### src/rtl/lockstep_alu_n.sv
// Dual-lane lockstep ALU: two 2-stage ALU lanes whose results are compared beat by beat,
// with a saturating mismatch counter. Define LOCKSTEP_FAULT_INJ_EN to add the inject_i port.
module lockstep_alu_n #(
    parameter int WIDTH = 4,
    parameter int CNT_W = 8
) (
    input  logic             wb_clk_i,
    input  logic             wb_rst_n,
    input  logic             in_valid,
    output logic             in_ready,
    input  logic [WIDTH-1:0] a0,
    input  logic [WIDTH-1:0] b0,
    input  logic [WIDTH-1:0] a1,
    input  logic [WIDTH-1:0] b1,
    input  logic [1:0]       sel1,
    input  logic [1:0]       sel2,
`ifdef LOCKSTEP_FAULT_INJ_EN
    input  logic             inject_i,
`endif
    output logic             out_valid,
    input  logic             out_ready,
    output logic [WIDTH-1:0] alu_out1,
    output logic [WIDTH-1:0] alu_out2,
    output logic             carry1,
    output logic             carry2,
    output logic [WIDTH-1:0] diff,
    output logic             carry_diff,
    output logic             mismatch,
    output logic             err_sticky,
    output logic [CNT_W-1:0] mismatch_cnt,
    input  logic             clear_i
);

    localparam logic [1:0]       OP_ADD  = 2'b00;
    localparam logic [1:0]       OP_SUB  = 2'b01;
    localparam logic [1:0]       OP_AND  = 2'b10;
    localparam logic [CNT_W-1:0] CNT_MAX = '1;

    // Returns {carry, result}; for SUB the carry is the borrow (a < b).
    function automatic logic [WIDTH:0] alu_op(input logic [1:0] op,
                                              input logic [WIDTH-1:0] a,
                                              input logic [WIDTH-1:0] b);
        logic [WIDTH:0] r;
        case (op)
            OP_ADD:  r = {1'b0, a} + {1'b0, b};
            OP_SUB:  r = {(a < b), a - b};
            OP_AND:  r = {1'b0, a & b};
            default: r = {1'b0, a ^ b};
        endcase
        return r;
    endfunction

    function automatic logic [CNT_W-1:0] sat_inc(input logic [CNT_W-1:0] v);
        return (v == CNT_MAX) ? v : v + CNT_W'(1);
    endfunction

    logic             vld_p1;
    logic [WIDTH-1:0] a0_p1, b0_p1, a1_p1, b1_p1;
    logic [1:0]       sel1_p1, sel2_p1;

    logic             vld_p2;
    logic [WIDTH-1:0] out1_p2, out2_p2, diff_p2;
    logic             c1_p2, c2_p2, cdiff_p2;

    logic [WIDTH:0]   res1, res2;
    logic             s2_load;
    logic             cnt_hit;
    logic [CNT_W-1:0] cnt_q;
    logic             sticky_q;

    assign s2_load  = !vld_p2 || out_ready;
    assign in_ready = wb_rst_n && (!vld_p1 || s2_load);

    // ---- stage 1: operand/opcode capture ----
    always_ff @(posedge wb_clk_i or negedge wb_rst_n) begin
        if (!wb_rst_n) begin
            vld_p1 <= 1'b0;
        end else if (in_ready) begin
            vld_p1 <= in_valid;
        end
    end

    always_ff @(posedge wb_clk_i) begin
        if (in_ready && in_valid) begin
            a0_p1   <= a0;
            b0_p1   <= b0;
            a1_p1   <= a1;
            b1_p1   <= b1;
            sel1_p1 <= sel1;
            sel2_p1 <= sel2;
        end
    end

    assign res1 = alu_op(sel1_p1, a0_p1, b0_p1);
`ifdef LOCKSTEP_FAULT_INJ_EN
    assign res2 = alu_op(sel2_p1, a1_p1, b1_p1) ^ {{WIDTH{1'b0}}, inject_i};
`else
    assign res2 = alu_op(sel2_p1, a1_p1, b1_p1);
`endif

    // ---- stage 2: results and lane comparison ----
    always_ff @(posedge wb_clk_i or negedge wb_rst_n) begin
        if (!wb_rst_n) begin
            vld_p2   <= 1'b0;
            out1_p2  <= '0;
            out2_p2  <= '0;
            c1_p2    <= 1'b0;
            c2_p2    <= 1'b0;
            diff_p2  <= '0;
            cdiff_p2 <= 1'b0;
        end else if (s2_load) begin
            vld_p2 <= vld_p1;
            if (vld_p1) begin
                out1_p2  <= res1[WIDTH-1:0];
                out2_p2  <= res2[WIDTH-1:0];
                c1_p2    <= res1[WIDTH];
                c2_p2    <= res2[WIDTH];
                diff_p2  <= res1[WIDTH-1:0] ^ res2[WIDTH-1:0];
                cdiff_p2 <= res1[WIDTH] ^ res2[WIDTH];
            end
        end
    end

    assign mismatch = vld_p2 && ((diff_p2 != '0) || cdiff_p2);
    assign cnt_hit  = mismatch && out_ready;

    // A clear that lands on a counted beat restarts the count at that beat.
    always_ff @(posedge wb_clk_i or negedge wb_rst_n) begin
        if (!wb_rst_n) begin
            cnt_q    <= '0;
            sticky_q <= 1'b0;
        end else if (clear_i) begin
            cnt_q    <= CNT_W'(cnt_hit);
            sticky_q <= cnt_hit;
        end else if (cnt_hit) begin
            cnt_q    <= sat_inc(cnt_q);
            sticky_q <= 1'b1;
        end
    end

    assign out_valid    = vld_p2;
    assign alu_out1     = out1_p2;
    assign alu_out2     = out2_p2;
    assign carry1       = c1_p2;
    assign carry2       = c2_p2;
    assign diff         = diff_p2;
    assign carry_diff   = cdiff_p2;
    assign err_sticky   = sticky_q;
    assign mismatch_cnt = cnt_q;

endmodule

### config.mk
export PLATFORM = sky130hd
export DESIGN_NAME = lockstep_alu_n
export DESIGN_NICKNAME = d
export VERILOG_FILES = /design/src/rtl/lockstep_alu_n.sv
export SDC_FILE = /design/constraint.sdc
export NUM_CORES = 1
export LEC_CHECK = 0
export ABC_AREA = 1
export CAP_MARGIN = 20
export CORE_MARGIN = 2
export CORE_UTILIZATION = 47
export DETAILED_ROUTE_END_ITERATION = 6
export GPL_ROUTABILITY_DRIVEN = 1
export GPL_TIMING_DRIVEN = 0
export HOLD_SLACK_MARGIN = 0.03
export PLACE_DENSITY = 0.83
export SYNTH_ARGS = -nofsm -noshare
export SYNTH_HDL_FRONTEND = slang
export SYNTH_SLANG_ARGS = --single-unit
### constraint.sdc
create_clock -name wb_clk_i -period 1.95 [get_ports wb_clk_i]
set_input_delay 0.4875 -clock wb_clk_i [delete_from_list [all_inputs] [get_ports wb_clk_i]]
set_output_delay 0.4875 -clock wb_clk_i [all_outputs]
set_load 0.01 [all_outputs]
### Yosys cells after proc, flatten, opt, wreduce, memory -nomap -nowiden

Cells that the tools add are included.

| operators by class | value |
|---|---|
| $add $sub $neg | 5 |
| $lt $le $gt $ge | 2 |
| eq/ne operators | 6 |
| mux-type cells | 7 |
| bitwise logic cells | 6 |
| reduce and logical (&&, ||, !) cells | 15 |

Operator list:

| kind | number |
|---|---|
| 5-bit one-hot mux with 3 select lines | 2 |
| 8-bit 2-to-1 mux | 3 |
| 4-bit XOR | 3 |
| 4-bit by 4-bit adder with 5-bit output | 2 |
| 8-bit by 1-bit adder with 8-bit output (second input constant) | 1 |
| 4-bit AND | 2 |
| 8-bit equality test (second input constant) | 1 |
| 4-bit less-than comparator | 2 |
| 4-bit subtractor | 2 |
| 2-bit by 1-bit equality test with 1-bit output (second input constant) | 2 |
| 2-bit equality test (second input constant) | 2 |
| 1-bit logical AND | 4 |
| 2-bit logical NOT | 2 |
| 2-bit AND reduction | 2 |
| 4-bit nonzero test | 1 |
| 1-bit logical OR | 3 |
| 1-bit logical NOT | 2 |
| 1-bit 2-to-1 mux | 2 |
| 2-bit != test (second input constant) | 1 |
| 2-bit nonzero test | 1 |
| 1-bit XOR | 1 |

| storage, ports and cells | value |
|---|---|
| register bits after elaboration | 46 |
| output and inout port bits | 27 |
| word-level logic and storage cells | 57 |

### Longest topological paths before layout

Gate-level depths: netlist of the first run.

| depth | value |
|---|---|
| word-level depth | 6 |
| mapped depth | 14 |
| mapped depth without buffers | 14 |

### Worst setup path before layout of the first run

OpenSTA, ideal clock, no wires.

| path | value |
|---|---|
| path type | in2reg |
| start point | input out_ready |
| end point | register a0_p1[0], enable pin |
| setup time | 398 ps |
| arrival | 1572 ps |
| slack | -20 ps |
| cell stages on the path | 4 |
| buffers on the path | 0 |
| cells stage by stage | inv_1 > nand2_1 > o21ai_0 > nor2_1 |

| between the ends | value |
|---|---|
| longest elaborated chain between the ends | 4 |

Ends and longest elaborated chain:

| element | line | text |
|---|---|---|
| start, declared | 21 | `input logic out_ready,` |
| 1-bit logical OR | 71 | `assign s2_load = !vld_p2 \|\| out_ready;` |
| 1-bit logical OR | 72 | `assign in_ready = wb_rst_n && (!vld_p1 \|\| s2_load);` |
| 1-bit logical AND | 72 |  |
| 1-bit logical AND | 84 | `if (in_ready && in_valid) begin` |
| end signal, assigned | 85 | `a0_p1 <= a0;` |
| end, declared | 58 | `logic [WIDTH-1:0] a0_p1, b0_p1, a1_p1, b1_p1;` |

No other way between the ends.
A chain may end at the register's enable or synchronous reset.

### Final worst setup path of the first run

| path | value |
|---|---|
| start point | register a0_p1[0] |
| end point | register cdiff_p2, in the netlist carry_diff |

| between the ends | value |
|---|---|
| longest elaborated chain between the ends | 3 |
| elaborated cells between the ends (all ways) | 4 |

Ends and longest elaborated chain:

| element | line | text |
|---|---|---|
| 4-bit by 4-bit adder with 5-bit output / 4-bit less-than comparator (equally long branches) | 45, 46 |  |
| 5-bit one-hot mux with 3 select lines (*) | 44 | `case (op)` |
| 1-bit XOR (*) | 119 | `cdiff_p2 <= res1[WIDTH] ^ res2[WIDTH];` |
| end signal, assigned | 119 |  |
| end, declared | 63 | `logic c1_p2, c2_p2, cdiff_p2;` |

Mark *: on every way between the ends. The rest lies on a longest branch, timed or not.

==> results.sh, run 1 <==
export IMPL_grt_ovfl_total=0
export IMPL_maxSlewHeadroom_pct=63.5
export IMPL_max_slew_worst_pin_slew_ns=0.547
export IMPL_place_hpwl_mm=4.41
export IMPL_netlist_area_um2=2720
export IMPL_fillCellCount=479
export IMPL_critPathMaxFanout=2
export IMPL_utilization_pct=63.8
export IMPL_worst_setup_path_type="register to register"
export IMPL_wl_per_cell_um=12.5
export IMPL_ff2ff_path_depth=10
export IMPL_arrival_ns=2.12
export IMPL_cts_clk_slew_worst_paths_ns=0.08
export IMPL_diodes=0
export IMPL_setup_viol=0
export IMPL_skew_ns=0.00846
export IMPL_viasPerCell=5.02
export IMPL_synth_sequential_area_ratio_pct=46.0
export IMPL_synth_top_area_share_pct=23.9
export IMPL_r2r_slack_ns=0.01
export IMPL_fin_setup_tns_ns=0
export IMPL_drt_pass1_iterations=5
export IMPL_io_pins=52
export IMPL_wl_mm=5.70
export IMPL_ir_drop_mv=0.416
export IMPL_antenna_found_initial=0
export IMPL_outcome="complete, no violations"
export IMPL_drt_initial_drc_count=132
export IMPL_hold_viol=0
export IMPL_ctsHoldBuffers=0
export IMPL_synth_edf_count=20
export IMPL_layout_drive_gt1_share_pct=18.8
export IMPL_syn_avg_cell_area_um2=8.57
export IMPL_netlist_top_cells_count="nand2_1, inv_1, nand3_1"
export IMPL_gp_congestion=0.833
export IMPL_coreArea_um2=5540
export IMPL_synth_ff_type="dfrtp_1"
export IMPL_yosys_warnings=0
export IMPL_detail_route_antenna_nets=0
export IMPL_yosysTopAreaCell="dfrtp_1"
export IMPL_maxSlewViolCount=0
export IMPL_clock_root_buffer="clkbuf_8"
export IMPL_die_area_um2=6410
export IMPL_drcViolationCount=0
export IMPL_clock_fmax_mhz=516
export IMPL_cts_tree="yes"
export IMPL_reg2reg_to="carry_diff"
export IMPL_endpoint_kind="register"
export IMPL_num_vias=2283
export IMPL_grt_start_max_net_pins=22
export IMPL_synth_distinct_cells=33
export IMPL_clk_latency_ns=0.30
export IMPL_synthTopCellsByArea="dfrtp_1, edfxtp_1, nand2_1"
export IMPL_cts_htree_levels=2
export IMPL_yosys_cell_count_top_type="nand2_1"
export IMPL_cp_required_ns=2.13
export IMPL_cellLeakagePower_nw=1.61
export IMPL_finalCritPeriodShare_pct=99.3
export IMPL_nets=428
export IMPL_syn2layout_area_growth_pct=30.0
export IMPL_grt_pass1_wl_mm=9.41
export IMPL_die_height_um=80.0
export IMPL_row_count=27
export IMPL_async_flop_share_pct=56.5
export IMPL_synth_fp_nets=363
export IMPL_start_kind="register"
export IMPL_min_period_ns=1.94
export IMPL_clockBufferDepth=2
export IMPL_track_usage_pct=18.7
export IMPL_initial_core_util_pct=49.1
export IMPL_io_buffers=51
export IMPL_hp_class="primary input to async pin"
export IMPL_syn_inst=317
export IMPL_rsz0062_at_grt="true"
export IMPL_die_w_um=80.0
export IMPL_cts_buffers=5
export IMPL_grt_pass1_vias=2154
export IMPL_power_density_nw_per_um2=772
export IMPL_clock_sinks=46
export IMPL_cap_violations=0
export IMPL_rr_startpoint="a0_p1[0]"
export IMPL_synth_seq_cells=46
==> cells in the final DEF (no fill, tap or decap), types with 4 or more instances in the layout <==
master and instances:
nand2_2 8, ha_1 15, nand3_1 30, nand4_1 6, nand2_1 71, nor2_2 6, a21oi_2 4, dfrtp_1 26
inv_2 15, clkbuf_8 5, fa_2 4, nor2_1 22, o21ai_2 10, o21ai_0 4, edfxtp_1 20, buf_4 6
inv_1 35, clkdlybuf4s50_1 47, a21oi_1 6, o21ai_1 13
==> layer usage <==
layer / vias up / track usage, % / wire, µm
met3: 13 / 3.96 / 274
met2: 72 / 30.3 / 2740
met5: - / 0 / 0
met4: 0 / 6.78 / 112
li1: 1154 / - / -
met1: 1044 / 24.7 / 2580
==> how the worst max path moves through the flow <==
stage,from,to,slack (ns)
2_1_floorplan,a1_p1[0],diff[2],0.22
3_3_place_gp,wb_rst_n,a0_p1[1],-1.40
3_5_place_dp,wb_rst_n,b0_p1[0],-0.88
4_1_cts,out_ready,b0_p1[1],-0.13
5_1_grt,b0_p1[0],carry_diff,-0.07
6_report,a0_p1[0],carry_diff,0.01
==> state kept, by name, summed over array words and instances (netlist names) <==
signal,count
diff,4
mismatch_cnt,8
a1_p1,4
b0_p1,4
err_sticky,1
alu_out2,4
b1_p1,4
sel2_p1,2
out_valid,1
alu_out1,4
carry1,1
vld_p1,1
a0_p1,4
carry_diff,1
sel1_p1,2
carry2,1
==> what timing repair did <==
item | CTS | global route
pin swaps | 2 | 9
setup buffers | 1 | 5
gates resized for setup | 11 | 24
setup endpoints to repair | 25 | 29
==> layout make-up <==
class	instances	area (µm²)	area share (%)
Tap cell	72	90.1	2.55
Inverter	52	214	6.06
Sequential cell	46	1250	35.4
Buffer	2	16.3	0.460
Clock inverter	2	10.0	0.283
Clock buffer	6	72.6	2.05
Multi-Input combinational cell	217	1300	36.8
Timing Repair Buffer	58	578	16.4
==> through the flow <==
step	hold WS, ns	cells	worst slack [ns]	cell area [µm²]	power [mW]
finish	0.0278	455	0.0127	3530	2.73
global route	0.0354	455	-0.0698	3530	2.90
global placement	0.467	440	-1.40	3320	2.12
floorplan	0.192	317	0.219	2720	1.71
CTS	0.136	450	-0.132	3450	2.71
detailed placement	0.475	441	-0.882	3350	2.16
==> report_power, final <==
group | internal (mW) | switching [mW] | leakage (nW) | total, mW
clock | 0.249 | 0.316 | 0.0450 | 0.565
combinational | 0.441 | 0.437 | 1.06 | 0.878
sequential | 1.16 | 0.123 | 0.513 | 1.29
==> kinds of logic (layout without fill, tap and decap cells) <==
logic type | after synthesis | count (layout) | synth area share [%]
AO/OA/AOI/OAI | 40 | 40 | 8.93
XOR/XNOR | 3 | 3 | 0.967
adder cells (fa/ha/maj) | 21 | 21 | 10.8
buffers and inverters | 54 | 120 | 8.47
flip-flops | 46 | 46 | 46.0
AND/OR/NAND/NOR | 153 | 153 | 24.8
==> critical path, stage by stage, from the launching register on <==
cell,delay (ns)
edfxtp_1,0.37
ha_2,0.20
inv_2,0.05
fa_2,0.32
or2_1,0.26
a21oi_2,0.18
o21ai_2,0.08
nand2_2,0.12
nor2_2,0.05
o21ai_1,0.14
nand2_1,0.06
Power figures use the tool's default switching activity.
==> run 2: changes to the inputs <==
--- a/config.mk
+++ b/config.mk
@@ -6,7 +6,7 @@
 export NUM_CORES = 1
 export LEC_CHECK = 0
 export ABC_AREA = 1
-export CAP_MARGIN = 20
+export CAP_MARGIN = 30
 export CORE_MARGIN = 2
 export CORE_UTILIZATION = 47
 export DETAILED_ROUTE_END_ITERATION = 6
==> results of run 2 <==
Same layout as run 1: the final DEF is identical, and so are final timing and power.
==> run 3: changes to the inputs <==
--- a/config.mk
+++ b/config.mk
@@ -5,15 +5,14 @@
 export SDC_FILE = /design/constraint.sdc
 export NUM_CORES = 1
 export LEC_CHECK = 0
-export ABC_AREA = 1
 export CAP_MARGIN = 30
 export CORE_MARGIN = 2
-export CORE_UTILIZATION = 47
+export CORE_UTILIZATION = 46
 export DETAILED_ROUTE_END_ITERATION = 6
 export GPL_ROUTABILITY_DRIVEN = 1
 export GPL_TIMING_DRIVEN = 0
 export HOLD_SLACK_MARGIN = 0.03
-export PLACE_DENSITY = 0.83
+export PLACE_DENSITY = 0.76
 export SYNTH_ARGS = -nofsm -noshare
 export SYNTH_HDL_FRONTEND = slang
 export SYNTH_SLANG_ARGS = --single-unit
==> results.sh, run 3 <==
export IMPL_fillCellCount=454
export IMPL_clockBufferDepth=2
export IMPL_gp_congestion=0.817
export IMPL_finalPower_mw=2.76
export IMPL_netlist_top_cells_count="nand2_1, dfrtp_1, edfxtp_1"
export IMPL_die_w_um=78.7
export IMPL_syn_inst=236
export IMPL_netlist_area_um2=2570
export IMPL_nets=355
export IMPL_synth_edf_count=20
export IMPL_maxSlewViolCount=0
export IMPL_synth_sequential_area_ratio_pct=48.8
export IMPL_cts_htree_levels=2
export IMPL_synthMuxAreaShare_pct=3.90
export IMPL_clock_root_buffer="clkbuf_8"
export IMPL_arrival_ns=2.29
export IMPL_wl_per_cell_um=14.0
export IMPL_synthXorXnorAreaFrac_pct=2.73
export IMPL_path_delay_family="adder cells"
export IMPL_critPathMaxFanout=2
export IMPL_cts_tree="yes"
export IMPL_cts_clk_slew_worst_paths_ns=0.09
export IMPL_cp_required_ns=2.14
export IMPL_synth_ff_type="dfrtp_1"
export IMPL_hp_class="primary input to async pin"
export IMPL_min_period_ns=2.10
export IMPL_grt_pass1_wl_mm=8.74
export IMPL_diodes=0
export IMPL_initial_core_util_pct=47.2
export IMPL_yosys_cell_count_top_type="nand2_1"
export IMPL_crit_buf_inv=2
export IMPL_yosys_area_share_simple_pct=16.9
export IMPL_synth_seq_cells=46
export IMPL_die_area_um2=6190
export IMPL_drt_initial_drc_count=111
export IMPL_largest_reg_flops=8
export IMPL_skew_ns=0.00690
export IMPL_critPathSlowestCell="edfxtp_1"
export IMPL_final_cell_mix="clkdlybuf4s50_1, nand2_1, dfrtp_1"
export IMPL_outcome="finished, violations left"
export IMPL_multiInputGateArea_um2=1310
export IMPL_wl_mm=5.36
export IMPL_yosysTopAreaCell="dfrtp_1"
export IMPL_timing_final_ws_setup_ns=-0.155
export IMPL_maxSlewHeadroom_pct=64.8
export IMPL_power_density_nw_per_um2=791
export IMPL_ff_latch_area_um2=1250
export IMPL_dpl_cell_area_um2=3180
export IMPL_synth_top_family_by_area="simple AND/OR/NAND/NOR gates"
export IMPL_utilization_pct=64.1
export IMPL_layout_drive_gt1_share_pct=19.7
export IMPL_synth_top_area_share_pct=25.4
export IMPL_ir_drop_mv=0.451
export IMPL_viasPerCell=5.22
export IMPL_fin_setup_tns_ns=-0.453
export IMPL_cellLeakagePower_nw=1.44
export IMPL_clock_sinks=46
export IMPL_hold_viol=0
export IMPL_finalCritPeriodShare_pct=108
export IMPL_final_common_cell="clkdlybuf4s50_1"
export IMPL_grt_ovfl_total=0
export IMPL_io_pins=52
export IMPL_max_slew_worst_pin_slew_ns=0.526
export IMPL_synthAdderAreaFrac_pct=11.4
export IMPL_clock_fmax_mhz=475
export IMPL_syn_avg_cell_area_um2=10.9
export IMPL_place_hpwl_mm=3.79
export IMPL_clk_latency_ns=0.30
export IMPL_coreArea_um2=5440
export IMPL_drcViolationCount=0
export IMPL_cts_buffers=5
export IMPL_cap_violations=0
export IMPL_num_vias=1994
export IMPL_die_height_um=78.7
export IMPL_drt_pass1_iterations=4
export IMPL_rsz0062_at_grt="true"
export IMPL_synthTopCellsByArea="dfrtp_1, edfxtp_1, ha_1"
export IMPL_async_flop_share_pct=56.5
export IMPL_slowest_delay_ns=0.40
export IMPL_cp_cell_sequence="inv_1, ha_2, inv_2, fa_2, a21oi_2, o21bai_1, a221oi_2, nor2_1, mux2_2"
export IMPL_track_usage_pct=18.0
export IMPL_io_buffers=50
export IMPL_synth_distinct_cells=51
export IMPL_grt_start_max_net_pins=22
export IMPL_row_count=27
export IMPL_stdcell_area_um2=3490
export IMPL_worst_setup_path_type="register to register"
export IMPL_setup_viol=6
export IMPL_grt_pass1_vias=1907
export IMPL_antenna_found_initial=0
export IMPL_start_kind="register"
export IMPL_detail_route_antenna_nets=0
export IMPL_synth_compound_area_share_pct=12.4
export IMPL_endpoint_kind="register"
export IMPL_syn2layout_area_growth_pct=35.8
export IMPL_synth_fp_nets=282
export IMPL_yosys_warnings=0
export IMPL_violations="negative setup slack"
run 3: layout make-up:
class / count / area share (%)
repair buffers: 66 / 18.3
flip-flops and latches: 46 / 35.9
clock buffers: 7 / 2.48
inverters: 18 / 1.94
well taps: 72 / 2.58
plain buffers: 7 / 0.933
multi-input cells: 165 / 37.7
clock inverters: 1 / 0.144
run 3: routing by layer:
layer | vias to the layer above | global-route usage (%) | wire length (µm)
li1 | 973 | - | -
met1 | 965 | 21.3 | 2270
met2 | 51 | 32.6 | 2820
met3 | 5 | 3.86 | 225
met4 | 0 | 5.44 | 46
met5 | - | 0 | 0
run 3: through the flow:
step                      hold slack (ns)  setup WS, ns  instances
after floorplan                     0.192       0.00132        236
after global placement              0.464         -1.45        358
after detailed placement            0.467        -0.972        359
after CTS                           0.107        -0.112        377
after global routing                0.101        -0.248        382
final                               0.107        -0.155        382
run 3: kinds of logic after synthesis:
family | count (synthesis)
XOR/XNOR | 8
flip-flops | 46
multiplexers | 7
AND/OR/NAND/NOR | 85
buffers and inverters | 25
AO/OA/AOI/OAI | 44
adder cells (fa/ha/maj) | 21
run 3: power by group:
part           switching [mW]  internal (mW)  leakage [nW]
Sequential              0.111           1.16         0.515
Combinational           0.386          0.500         0.874
Clock                   0.315          0.286        0.0482
run 3: final timing paths:
path	startpoint	to	slack (ns)	cells after the start
max	a1_p1[0]	carry_diff	-0.15	9
min	wb_rst_n	mismatch_cnt[1]	0.11	2
max reg2reg	a1_p1[0]	carry_diff	-0.15	9
min reg2reg	alu_out2[2]	alu_out2[2]	0.48	2
max in group asynchronous	wb_rst_n	alu_out2[0]	1.05	2
min in group wb_clk_i	alu_out2[2]	alu_out2[2]	0.48	2
run 3: what timing repair did:
item / 4_1_cts / 5_1_grt
hold buffers: 1 / 0
setup buffers: 9 / 5
pin swaps: 5 / 14
resized for setup: 25 / 16
endpoints found under the hold margin: 7 / 0
setup endpoints to repair: 28 / 31
